--- src/rtl/hdmi_pkg.sv ---
// ---------------------------------------------------------------------------
// hdmi_pkg
// Shared definitions for the HDMI data-island packet path.
//   BCH_POLY          : feedback taps of the 8-bit BCH parity LFSR
//   PACKET_BEATS      : beats per data-island packet
//   HEADER_DATA_BITS  : payload bits of the header packet (ECC follows)
//   SUB_DATA_BITS     : payload bits of each subpacket (ECC follows)
//   unpack_state_t    : packet unpacker FSM states
//   bch_step()        : one-bit LFSR update, shared by every ECC instance
// ---------------------------------------------------------------------------
package hdmi_pkg;

    localparam logic [7:0] BCH_POLY         = 8'h83;
    localparam int         PACKET_BEATS     = 32;
    localparam int         HEADER_DATA_BITS = 24;
    localparam int         SUB_DATA_BITS    = 56;

    // Header carries 1 bit per beat, subpackets 2 bits per beat, so the
    // payload occupies this many leading beats of each packet.
    localparam int HEADER_DATA_BEATS = HEADER_DATA_BITS;
    localparam int SUB_DATA_BEATS    = SUB_DATA_BITS / 2;

    typedef enum logic [1:0] {
        ST_IDLE    = 2'd0,
        ST_COLLECT = 2'd1,
        ST_DONE    = 2'd2
    } unpack_state_t;

    // Absorb one data bit into the parity register, LSB-first.
    function automatic logic [7:0] bch_step(input logic [7:0] p, input logic d);
        logic fb;
        fb = d ^ p[0];
        return (p >> 1) ^ (fb ? BCH_POLY : 8'h00);
    endfunction

endpackage

--- src/rtl/hdmi_bch_ecc.sv ---
// ---------------------------------------------------------------------------
// hdmi_bch_ecc
// One BCH parity LFSR that absorbs BITS_PER_BEAT bits per enabled cycle,
// din[0] first.
//   clk_pixel : clock
//   rst_n     : asynchronous active-low reset, clears the parity
//   clear     : restart from zero; combined with enable, the current bits
//               are absorbed into a zero register (first beat of a packet)
//   enable    : absorb din this cycle
//   din       : data bits for this beat
//   parity    : running parity value
// ---------------------------------------------------------------------------
module hdmi_bch_ecc
    import hdmi_pkg::*;
#(
    parameter int BITS_PER_BEAT = 1
) (
    input  logic                     clk_pixel,
    input  logic                     rst_n,
    input  logic                     clear,
    input  logic                     enable,
    input  logic [BITS_PER_BEAT-1:0] din,
    output logic [7:0]               parity
);

    logic [7:0] seed;
    logic [7:0] parity_next;

    always_comb begin
        seed        = clear ? 8'h00 : parity;
        parity_next = seed;
        for (int i = 0; i < BITS_PER_BEAT; i++) begin
            parity_next = bch_step(parity_next, din[i]);
        end
    end

    always_ff @(posedge clk_pixel or negedge rst_n) begin
        if (!rst_n) begin
            parity <= 8'h00;
        end else if (enable) begin
            parity <= parity_next;
        end else if (clear) begin
            parity <= 8'h00;
        end
    end

endmodule

--- src/rtl/packet_unpacker.sv ---
// ---------------------------------------------------------------------------
// packet_unpacker
// Reassembles 32-beat HDMI data-island packets from TERC4-decoded beats and
// checks the BCH parity of the header and the four subpackets.
//   AUDIO_BIT_WIDTH : audio sample width downstream (no effect here)
//   clk_pixel       : clock
//   rst_n           : asynchronous active-low reset
//   island_valid    : a data-island beat is present
//   island_start    : first beat of a packet (qualified by island_valid)
//   ch0_bit2        : header bit stream, one bit per beat
//   ch1_data[k]     : subpacket k even bit (2n) for beat n
//   ch2_data[k]     : subpacket k odd bit (2n+1) for beat n
//   header          : payload bits 0..23 of the last completed packet
//   sub[k]          : payload bits 0..55 of subpacket k
//   packet_valid    : one-cycle pulse when header/sub/ECC flags update
//   header_ecc_ok   : header parity matched
//   sub_ecc_ok[k]   : subpacket k parity matched
//   packet_abort    : one-cycle pulse when a partial packet is dropped
//   beat_counter    : index of the next expected beat
// ---------------------------------------------------------------------------
module packet_unpacker
    import hdmi_pkg::*;
#(
    parameter int AUDIO_BIT_WIDTH = 16
) (
    input  logic        clk_pixel,
    input  logic        rst_n,
    input  logic        island_valid,
    input  logic        island_start,
    input  logic        ch0_bit2,
    input  logic [3:0]  ch1_data,
    input  logic [3:0]  ch2_data,
    output logic [23:0] header,
    output logic [55:0] sub [3:0],
    output logic        packet_valid,
    output logic        header_ecc_ok,
    output logic [3:0]  sub_ecc_ok,
    output logic        packet_abort,
    output logic [4:0]  beat_counter
);

    localparam int audio_width_unused = AUDIO_BIT_WIDTH;

    localparam logic [4:0] LAST_BEAT    = 5'(PACKET_BEATS - 1);
    localparam logic [4:0] HDR_END_BEAT = 5'(HEADER_DATA_BEATS);
    localparam logic [4:0] SUB_END_BEAT = 5'(SUB_DATA_BEATS);

    unpack_state_t state_q;
    unpack_state_t state_d;
    logic [4:0]    cnt_d;
    logic          done_d;
    logic          abort_d;

    logic          accept;
    logic [4:0]    idx;

    logic [31:0]   hdr_buf;
    logic [31:0]   hdr_now;
    logic [63:0]   sub_buf [4];
    logic [63:0]   sub_now [4];

    logic [7:0]    hdr_par;
    logic [7:0]    sub_par [4];
    logic          lfsr_clear;
    logic          hdr_lfsr_en;
    logic          sub_lfsr_en;

    // A beat is taken when it starts a packet (from any state) or continues
    // one in progress; a start always lands at index 0.
    assign accept = island_valid && (island_start || (state_q == ST_COLLECT));
    assign idx    = island_start ? 5'd0 : beat_counter;

    assign lfsr_clear  = accept && island_start;
    assign hdr_lfsr_en = accept && (idx < HDR_END_BEAT);
    assign sub_lfsr_en = accept && (idx < SUB_END_BEAT);

    // -----------------------------------------------------------------------
    // Next-state / control
    // -----------------------------------------------------------------------
    always_comb begin
        state_d = state_q;
        cnt_d   = beat_counter;
        done_d  = 1'b0;
        abort_d = 1'b0;
        case (state_q)
            ST_IDLE, ST_DONE: begin
                // DONE behaves as IDLE so a new packet may follow with no gap.
                if (island_valid && island_start) begin
                    state_d = ST_COLLECT;
                    cnt_d   = 5'd1;
                end else begin
                    state_d = ST_IDLE;
                    cnt_d   = 5'd0;
                end
            end
            ST_COLLECT: begin
                if (!island_valid) begin
                    abort_d = 1'b1;
                    state_d = ST_IDLE;
                    cnt_d   = 5'd0;
                end else if (island_start) begin
                    abort_d = 1'b1;
                    state_d = ST_COLLECT;
                    cnt_d   = 5'd1;
                end else if (beat_counter == LAST_BEAT) begin
                    done_d  = 1'b1;
                    state_d = ST_DONE;
                    cnt_d   = 5'd0;
                end else begin
                    cnt_d   = beat_counter + 5'd1;
                end
            end
            default: begin
                state_d = ST_IDLE;
                cnt_d   = 5'd0;
            end
        endcase
    end

    // -----------------------------------------------------------------------
    // Capture buffers. The *_now view already includes the current beat so
    // the final beat can be judged in the same cycle it is sampled.
    // -----------------------------------------------------------------------
    always_comb begin
        hdr_now = hdr_buf;
        for (int k = 0; k < 4; k++) begin
            sub_now[k] = sub_buf[k];
        end
        if (accept) begin
            hdr_now[idx] = ch0_bit2;
            for (int k = 0; k < 4; k++) begin
                sub_now[k][{idx, 1'b0}] = ch1_data[k];
                sub_now[k][{idx, 1'b1}] = ch2_data[k];
            end
        end
    end

    always_ff @(posedge clk_pixel) begin
        hdr_buf <= hdr_now;
        for (int k = 0; k < 4; k++) begin
            sub_buf[k] <= sub_now[k];
        end
    end

    // -----------------------------------------------------------------------
    // Parity generators: one for the header, one per subpacket
    // -----------------------------------------------------------------------
    hdmi_bch_ecc #(
        .BITS_PER_BEAT(1)
    ) u_hdr_ecc (
        .clk_pixel (clk_pixel),
        .rst_n     (rst_n),
        .clear     (lfsr_clear),
        .enable    (hdr_lfsr_en),
        .din       (ch0_bit2),
        .parity    (hdr_par)
    );

    for (genvar g = 0; g < 4; g++) begin : g_sub_ecc
        hdmi_bch_ecc #(
            .BITS_PER_BEAT(2)
        ) u_sub_ecc (
            .clk_pixel (clk_pixel),
            .rst_n     (rst_n),
            .clear     (lfsr_clear),
            .enable    (sub_lfsr_en),
            .din       ({ch2_data[g], ch1_data[g]}),
            .parity    (sub_par[g])
        );
    end

    // -----------------------------------------------------------------------
    // State and output registers
    // -----------------------------------------------------------------------
    always_ff @(posedge clk_pixel or negedge rst_n) begin
        if (!rst_n) begin
            state_q       <= ST_IDLE;
            beat_counter  <= 5'd0;
            packet_valid  <= 1'b0;
            packet_abort  <= 1'b0;
            header        <= 24'h0;
            header_ecc_ok <= 1'b0;
            sub_ecc_ok    <= 4'h0;
            for (int k = 0; k < 4; k++) begin
                sub[k] <= 56'h0;
            end
        end else begin
            state_q      <= state_d;
            beat_counter <= cnt_d;
            packet_valid <= done_d;
            packet_abort <= abort_d;
            if (done_d) begin
                header        <= hdr_now[23:0];
                header_ecc_ok <= (hdr_par == hdr_now[31:24]);
                for (int k = 0; k < 4; k++) begin
                    sub[k]        <= sub_now[k][55:0];
                    sub_ecc_ok[k] <= (sub_par[k] == sub_now[k][63:56]);
                end
            end
        end
    end

endmodule

--- config.mk ---
export PLATFORM = sky130hd
export DESIGN_NAME = packet_unpacker
export DESIGN_NICKNAME = d
export VERILOG_FILES = /design/src/rtl/hdmi_pkg.sv /design/src/rtl/hdmi_bch_ecc.sv /design/src/rtl/packet_unpacker.sv
export SDC_FILE = /design/constraint.sdc
export NUM_CORES = 1
export LEC_CHECK = 0
export CAP_MARGIN = 20
export CELL_PAD_IN_SITES_DETAIL_PLACEMENT = 1
export CELL_PAD_IN_SITES_GLOBAL_PLACEMENT = 1
export CORE_ASPECT_RATIO = 0.5
export CORE_MARGIN = 4
export CORE_UTILIZATION = 43
export CTS_BUF_LIST = sky130_fd_sc_hd__clkbuf_8
export CTS_CLUSTER_SIZE = 20
export DETAILED_ROUTE_END_ITERATION = 8
export PLACE_DENSITY_LB_ADDON = 0.08
export SYNTH_ARGS = -nofsm -noshare
export SYNTH_HDL_FRONTEND = slang
export SYNTH_SLANG_ARGS = --single-unit
--- constraint.sdc ---
create_clock -name clk_pixel -period 2.8 [get_ports clk_pixel]
set_clock_uncertainty 0.05 [all_clocks]
set_input_delay 0.7 -clock clk_pixel [delete_from_list [all_inputs] [get_ports clk_pixel]]
set_output_delay 0.7 -clock clk_pixel [all_outputs]
set_load 0.02 [all_outputs]
==> flow_summary.rst, run 1 <==
.. list-table::
   :header-rows: 1

   * - Metric
     - Value
   * - Transition time at the pin with the least slew margin
     - 618 ps
   * - Cells taking the most area after synthesis
     - dfrtp_1 (35%), dfxtp_1 (27%), mux2_2 (15%), nand2_1 (10%), nor2_1 (4.2%)
   * - Clock sinks
     - 590
   * - Top cells by count, synth
     - nand2_1 (599), dfrtp_1 (302), dfxtp_1 (288)
   * - Number of levels the H-tree was split into
     - 3
   * - Fraction of final layout cells sized beyond drive strength 1
     - 0.211
   * - Average vias per placed instance
     - about 5
   * - Number of remaining DRC errors
     - 0
   * - Instance count of the mapped netlist
     - 2049
   * - Max-slew headroom at the worst pin
     - 0.588
   * - Synth Net Count
     - 2064
   * - Number of max-capacitance violations reported
     - 0
   * - Global-route wire length before repair
     - 96000 um
   * - Max Root-Sink Buffers
     - 3
   * - Height of the die
     - 167 um
   * - Mean post-synth cell area
     - roughly 11 um2
   * - Clock tree from TritonCTS
     - done
   * - Initial antenna violation count
     - 1
   * - Leakage component of the power
     - 13.6 nW
   * - Synth Area in Simple Gates
     - 0.164
   * - Clock-pin slew on the worst setup and hold paths
     - approximately 70 ps
   * - Horizontal extent of the die
     - between 300 and 400 um
   * - Post-CTS setup-driven buffer insertion count
     - 0
   * - Endpoint kind of the worst setup timing path
     - primary output
   * - Synthesized cell area
     - 21700 um2
   * - Area after DPL
     - 26000 um2
   * - Synthesized-area fraction occupied by ao, oa, aoi and oai cells
     - 0.0189
   * - Worst R2R Start
     - beat_counter[4]$_DFF_PN0_
   * - Area leader, netlist
     - dfrtp_1
   * - Class of the most critical hold timing path
     - in2reg
   * - Final-layout fill cell count
     - about 5300
   * - Family of cells with the greatest summed delay on the critical path
     - buffers and inverters
   * - Syn-to-layout area delta
     - 26.9%
   * - Total via count in the routed design
     - 15415
   * - Fraction of synthesized cell area in xor and xnor cells
     - 0.0278
   * - Metal3 WL
     - 1770 um
   * - Share of flip-flops with an asynchronous set or reset
     - 0.512
   * - First drt pass iteration count
     - 4
   * - Largest stage delay on the critical path
     - 710 ps
   * - Via count of the first global-routing pass
     - ~17000
   * - Final setup fails
     - 0
   * - Setup repair after global routing missed its margin
     - no
   * - Pin count of the biggest net entering global routing
     - just under 70
   * - Seq/Total Area, Yosys
     - 0.613
   * - Cell breakdown of the critical path
     - clkdlybuf4s50_1
   * - Length of routed wiring on met1
     - 27800 um
   * - WL met2
     - 29600 um
   * - Count of cells along the worst register-to-register path
     - 7
   * - Required time of the worst setup path
     - 2050 ps
   * - Critical Path Start Type
     - flop
   * - Critical path start-end classification
     - reg2out
   * - # port buffers
     - 272
   * - Root buffer selected by CTS
     - clkbuf_8
   * - Max layer used
     - met4
   * - Register-to-register path setup slack
     - 350 ps
   * - Number of buffer and inverter instances along the worst setup path
     - 1
   * - Last element of the critical path
     - beat_counter[4]
   * - Fin area
     - 27600 um2
   * - TritonCTS Buffers
     - 83
   * - Worst Setup SP
     - beat_counter[4]$_DFF_PN0_
   * - Crit Path Max Fanout
     - 11
   * - Endpoint of the most critical register-to-register path
     - sub_ecc_ok[3]$_DFFE_PN0P_
   * - Share of synthesized area spent on multiplexers
     - 0.152
   * - Tcrit/Tclk final
     - 0.966
   * - Number of cells after detailed placement
     - 2948
   * - Total GRT Usage
     - 0.223
   * - Remaining global-route overflow
     - 0
   * - Clk_lat worst skew
     - 660 ps
   * - Final #Nets
     - 2400
   * - IO Pins
     - 273
   * - Most used flip-flop cell after synthesis
     - dfrtp_1
   * - Pwr per Cell Area
     - 600 nW/um2
   * - Effective utilization at floorplan
     - 0.442
   * - Tightest hold margin
     - roughly 410 ps
   * - Half-perimeter wire length after placement
     - approximately 40000 um
   * - Total wire length after detailed routing
     - 60400 um
   * - Post-synthesis register bit count
     - 590
   * - Cell with the largest stage delay on the worst path
     - clkdlybuf4s50_1
   * - Core Area
     - a little under 50000 um2
   * - Most frequently used cell type in the post-synthesis netlist
     - nand2_1
   * - Final worst setup slack
     - 95.2 ps
   * - Number of pins exceeding their max-slew limit in the final report
     - 0
   * - Dominant combinational cell family by area after synthesis
     - simple AND/OR/NAND/NOR gates
   * - Top cell type's share of synthesized area
     - 0.348
   * - Final hold violation count
     - 0
   * - Adder and majority cell fraction of the synthesized area
     - 0.00115
   * - Yosys warns
     - 0
   * - Number of design-rule violations left by the first detailed-router iteration
     - just over 800
   * - Library cells used by synthesis
     - 47
   * - Non-filler instance count after layout
     - between 3000 and 4000
   * - Run status
     - completed
   * - Maximum frequency from static timing analysis
     - 0.370 GHz
   * - Number of enable-type register cells in the synthesized netlist
     - 0
   * - Rows
     - 57
   * - Post-detailed-route wirelength per cell
     - 19.4 um
   * - WP data arrival
     - 1950 ps
   * - Placer's final routability congestion estimate
     - 0.777
   * - Total stage count of the critical path
     - 1
   * - Maximum VDD drop
     - 0.000327 V
   * - Die area
     - around 54000 um2
   * - Post-DRT Antenna Nets
     - 0
   * - Clock period minus final worst setup slack
     - between 2000 and 3000 ps
   * - Minimum setup slack after placement
     - -339 ps
registers in the layout, summed over array words and instances, names as in the netlist:
signal                      flops
g_sub_ecc.u_sub_ecc.parity     32
header_ecc_ok                   1
beat_counter                    5
packet_valid                    1
sub_buf                       256
packet_abort                    1
header                         24
state_q                         2
u_hdr_ecc.parity                8
hdr_buf                        32
sub                           224
sub_ecc_ok                      4
power by group:
group	switching, mW	total, mW	internal [mW]
combinational	0.602	1.09	0.492
clock	3.28	6.50	3.22
sequential	0.259	8.95	8.70
total	4.14	16.6	12.4
cell usage in the layout (no fill, tap or decap), types with 4 or more instances in the layout:
cell type,count
xor2_1,46
buf_12,35
nor3_1,9
and3_1,5
nand2_1,598
clkinv_2,5
nand3_1,8
clkdlybuf4s50_1,261
nor2_1,243
buf_4,67
buf_2,8
nor2b_1,8
clkinvlp_4,4
and2_1,6
o21ai_0,20
nand2b_1,6
xnor2_1,23
inv_1,50
dfxtp_1,288
nor4_1,4
mux2_2,287
mux2i_1,6
clkbuf_8,99
dfrtp_1,302
a32o_1,5
a21oi_1,28
cells by family (layout without fill, tap and decap cells):
| logic type | count (synthesis) | in the layout |
|---|---|---|
| and+or+nand+nor | 900 | 900 |
| DFF | 590 | 590 |
| muxes | 293 | 293 |
| buffers and inverters | 129 | 535 |
| xor gates and xnor gates | 69 | 69 |
| AOI/OAI and AO/OA | 66 | 66 |
| adders and majority gates | 2 | 2 |
| other | 0 | 1 |
per-stage QoR:
stage	power, mW	TNS [ps]	util
detailed placement	10.2	-40260	0.528
floorplan	9.76	0	-
global route	17.3	0	0.560
CTS	16.8	0	0.560
global placement	10.2	-34130	0.528
finish	16.6	0	0.560
how the worst min path moves through the flow:
stage                                           end                   start  depth (start not counted)  slack [ps]
after floorplan           beat_counter[0]$_DFF_PN0_                   rst_n                          0         350
after global routing         sub_buf[1][58]$_DFF_P_             ch1_data[1]                          2         370
after global placement       sub_buf[2][16]$_DFF_P_  sub_buf[2][16]$_DFF_P_                          1         400
after CTS                    sub_buf[1][58]$_DFF_P_             ch1_data[1]                          2         350
final                        sub_buf[1][62]$_DFF_P_             ch1_data[1]                          2         410
after detailed placement     sub_buf[2][13]$_DFF_P_  sub_buf[2][13]$_DFF_P_                          1         410
layer usage:
metal	vias up	global-route usage
met1	7836	0.292
met2	234	0.387
met4	0	0.0549
met5	-	0
met3	83	0.0399
li1	7262	-
layout make-up:
cell class                      instances  area, um2  area share
Timing Repair Buffer                  375       3900       0.141
Inverter                                5       26.3    0.000953
Clock inverter                         56        239     0.00867
Tap cell                              649        812      0.0295
Sequential cell                       590      13300       0.483
Antenna cell                            1       2.50   0.0000908
Clock buffer                           99       1360      0.0494
Multi-Input combinational cell       1330       7910       0.287
timing repair:
item,4_1_cts,5_1_grt
hold buffers,1,0
endpoints found under the setup margin,2,0
endpoints found under the hold margin,37,0
gates resized for setup,2,0
(Power assumes the default switching activity.)
==> inputs of run 2 (changes only) <==
--- a/config.mk
+++ b/config.mk
@@ -5,13 +5,14 @@
 export SDC_FILE = /design/constraint.sdc
 export NUM_CORES = 1
 export LEC_CHECK = 0
-export CAP_MARGIN = 20
+export CAP_MARGIN = 25
 export CELL_PAD_IN_SITES_DETAIL_PLACEMENT = 1
 export CELL_PAD_IN_SITES_GLOBAL_PLACEMENT = 1
 export CORE_ASPECT_RATIO = 0.5
 export CORE_MARGIN = 4
 export CORE_UTILIZATION = 43
 export CTS_BUF_LIST = sky130_fd_sc_hd__clkbuf_8
+export CTS_CLUSTER_DIAMETER = 150
 export CTS_CLUSTER_SIZE = 20
 export DETAILED_ROUTE_END_ITERATION = 8
 export PLACE_DENSITY_LB_ADDON = 0.08
==> flow_summary.rst, run 2 (synthesis gave the netlist of run 1 again) <==
.. list-table::
   :header-rows: 1

   * - Metric
     - Value
   * - Number of remaining DRC errors
     - 0 (unchanged)
   * - Top Registers
     - sub_buf x256, sub x224
   * - Rows
     - 57 (unchanged)
   * - Endpoint kind of the worst setup timing path
     - primary output
   * - Setup repair after global routing missed its margin
     - no
   * - Tcrit/Tclk final
     - 0.955 (-0.0112)
   * - Total GRT Usage
     - 0.216 (-0.00750)
   * - Family of cells with the greatest summed delay on the critical path
     - buffers and inverters
   * - Leakage component of the power
     - 13.0 nW (-4.3%)
   * - Number of levels the H-tree was split into
     - 2 (-1)
   * - WP data arrival
     - 1920 ps (-30 ps)
   * - Cell breakdown of the critical path
     - clkdlybuf4s50_1
   * - Post-DRT Antenna Nets
     - 0 (unchanged)
   * - Number of buffer and inverter instances along the worst setup path
     - 1 (unchanged)
   * - Maximum VDD drop
     - 0.000325 V (-0.60%)
   * - Remaining global-route overflow
     - 0 (unchanged)
   * - Clk_lat worst skew
     - 610 ps (-50 ps)
   * - Class of the most critical hold timing path
     - reg2reg
   * - Final total power
     - 14.0 mW (-16%)
   * - First drt pass iteration count
     - 5 (+1)
   * - Effective utilization at floorplan
     - 0.442 (unchanged)
   * - Horizontal extent of the die
     - 326 um (unchanged)
   * - Post-detailed-route wirelength per cell
     - 19.5 um (+0.30%)
   * - Critical Path Start Type
     - flop
   * - Height of the die
     - 167 um (unchanged)
   * - # port buffers
     - 272 (unchanged)
   * - Max-slew headroom at the worst pin
     - 0.594 (+0.00560)
   * - Top library cells by usage in the layout, fill and taps aside
     - nand2_1 (598), dfrtp_1 (301), dfxtp_1 (288), mux2_2 (287), clkdlybuf4s50_1 (262)
   * - Die area
     - 54400 um2 (unchanged)
   * - Number of pins exceeding their max-slew limit in the final report
     - 0 (unchanged)
   * - Required time of the worst setup path
     - 2050 ps (about the same)
   * - Post-CTS setup-driven buffer insertion count
     - 0 (unchanged)
   * - Final hold violation count
     - 0 (unchanged)
   * - Max reg flops
     - 256 (unchanged)
   * - Transition time at the pin with the least slew margin
     - 610 ps (-8.41 ps)
   * - Fraction of final layout cells sized beyond drive strength 1
     - 0.190 (-0.0213)
   * - Syn-to-layout area delta
     - 22.3%
   * - Sum of negative setup slack
     - 0 ps (unchanged)
   * - Pin count of the biggest net entering global routing
     - 68 (unchanged)
   * - TritonCTS Buffers
     - 35 (-58%)
   * - Cell with the largest stage delay on the worst path
     - clkdlybuf4s50_1
   * - Number of max-capacitance violations reported
     - 0 (unchanged)
   * - Clock tree from TritonCTS
     - done
   * - Pwr per Cell Area
     - 526 nW/um2 (-12%)
   * - Total via count in the routed design
     - 15027 (-2.5%)
   * - Via count of the first global-routing pass
     - 16015 (-3.3%)
   * - Final setup fails
     - 0 (unchanged)
   * - Clock sinks
     - 590 (unchanged)
   * - Final #Nets
     - 2352 (-2.0%)
   * - Placer's final routability congestion estimate
     - 0.777 (unchanged)
   * - Critical path start-end classification
     - reg2out
   * - Run status
     - completed
   * - Clock period minus final worst setup slack
     - 2670 ps (-31.4 ps)
   * - Number of design-rule violations left by the first detailed-router iteration
     - 750 (-7.3%)
   * - Total wire length after detailed routing
     - 58700 um (-2.7%)
   * - IO Pins
     - 273 (unchanged)
   * - Average vias per placed instance
     - 4.99 (+0.49%)
   * - Max Root-Sink Buffers
     - 3 (unchanged)
   * - Core Area
     - 49200 um2 (unchanged)
   * - Global-route wire length before repair
     - 93600 um (-2.6%)
   * - Root buffer selected by CTS
     - clkbuf_8
   * - Maximum frequency from static timing analysis
     - 0.374 GHz (+1.2%)
   * - Initial antenna violation count
     - 1 (unchanged)
   * - Clock-pin slew on the worst setup and hold paths
     - 130 ps (+60 ps)
   * - Half-perimeter wire length after placement
     - 40100 um (unchanged)
   * - Register bank with the most flops
     - sub_buf
   * - Area after DPL
     - 26000 um2 (unchanged)
   * - Commonest non-fill, non-tap cell in the layout
     - nand2_1
   * - Crit Path Max Fanout
     - 11 (unchanged)
   * - Largest stage delay on the critical path
     - 700 ps (about the same)
   * - Fin area
     - 26600 um2 (-3.6%)
==> run 2: metrics by stage <==
step | worst slack [ps] | util | hold slack [ps] | cells
final | 127 | 0.540 | 434 | 3012
after global routing | 17.1 | 0.540 | 390 | 3011
after CTS | 6.17 | 0.540 | 375 | 3011
after detailed placement | -339 | 0.528 | 408 | 2948
after global placement | -307 | 0.528 | 404 | 2948
after floorplan | 236 | - | 354 | 2049
==> run 2: power by group <==
group	switching, mW	internal, mW
Clock	2.69	1.26
Combinational	0.593	0.492
Sequential	0.260	8.69
==> run 2: area by class of cell <==
cell class | instances | area [um2]
multi-input combinational | 1330 | 7910
clock buffer | 37 | 509
inverter | 5 | 26.3
sequential | 590 | 13300
fill | 5355 | 22600
clock inverter | 25 | 101
tap | 649 | 812
antenna | 1 | 2.50
timing repair buffer | 375 | 3900
==> run 2: final timing paths <==
kind	endpoint	from	cells past startpoint	slack (ps)
max in group asynchronous	sub[107]$_DFFE_PN0P_	rst_n	4	1390
worst min-delay path	sub_buf[2][42]$_DFF_P_	sub_buf[2][42]$_DFF_P_	1	430
worst min register to register	sub_buf[2][42]$_DFF_P_	sub_buf[2][42]$_DFF_P_	1	430
worst max-delay path	beat_counter[4]	beat_counter[4]$_DFF_PN0_	1	130
min in group asynchronous	g_sub_ecc[3].u_sub_ecc.parity[1]$_DFF_PN0_	rst_n	2	540
worst max register to register	sub[157]$_DFFE_PN0P_	beat_counter[0]$_DFF_PN0_	8	360
==> run 2: repair_timing <==
action,CTS,global route
endpoints found under the hold margin,37,0
resized for setup,1,1
setup endpoints to repair,1,1
hold buffers,1,0
==> run 2: metal layers <==
layer,up-vias,GRT usage,routed length (um)
met4,0,0.0395,975
met2,195,0.379,28700
met5,-,0,0
met3,74,0.0314,1740
met1,7642,0.288,27300
li1,7116,-,-
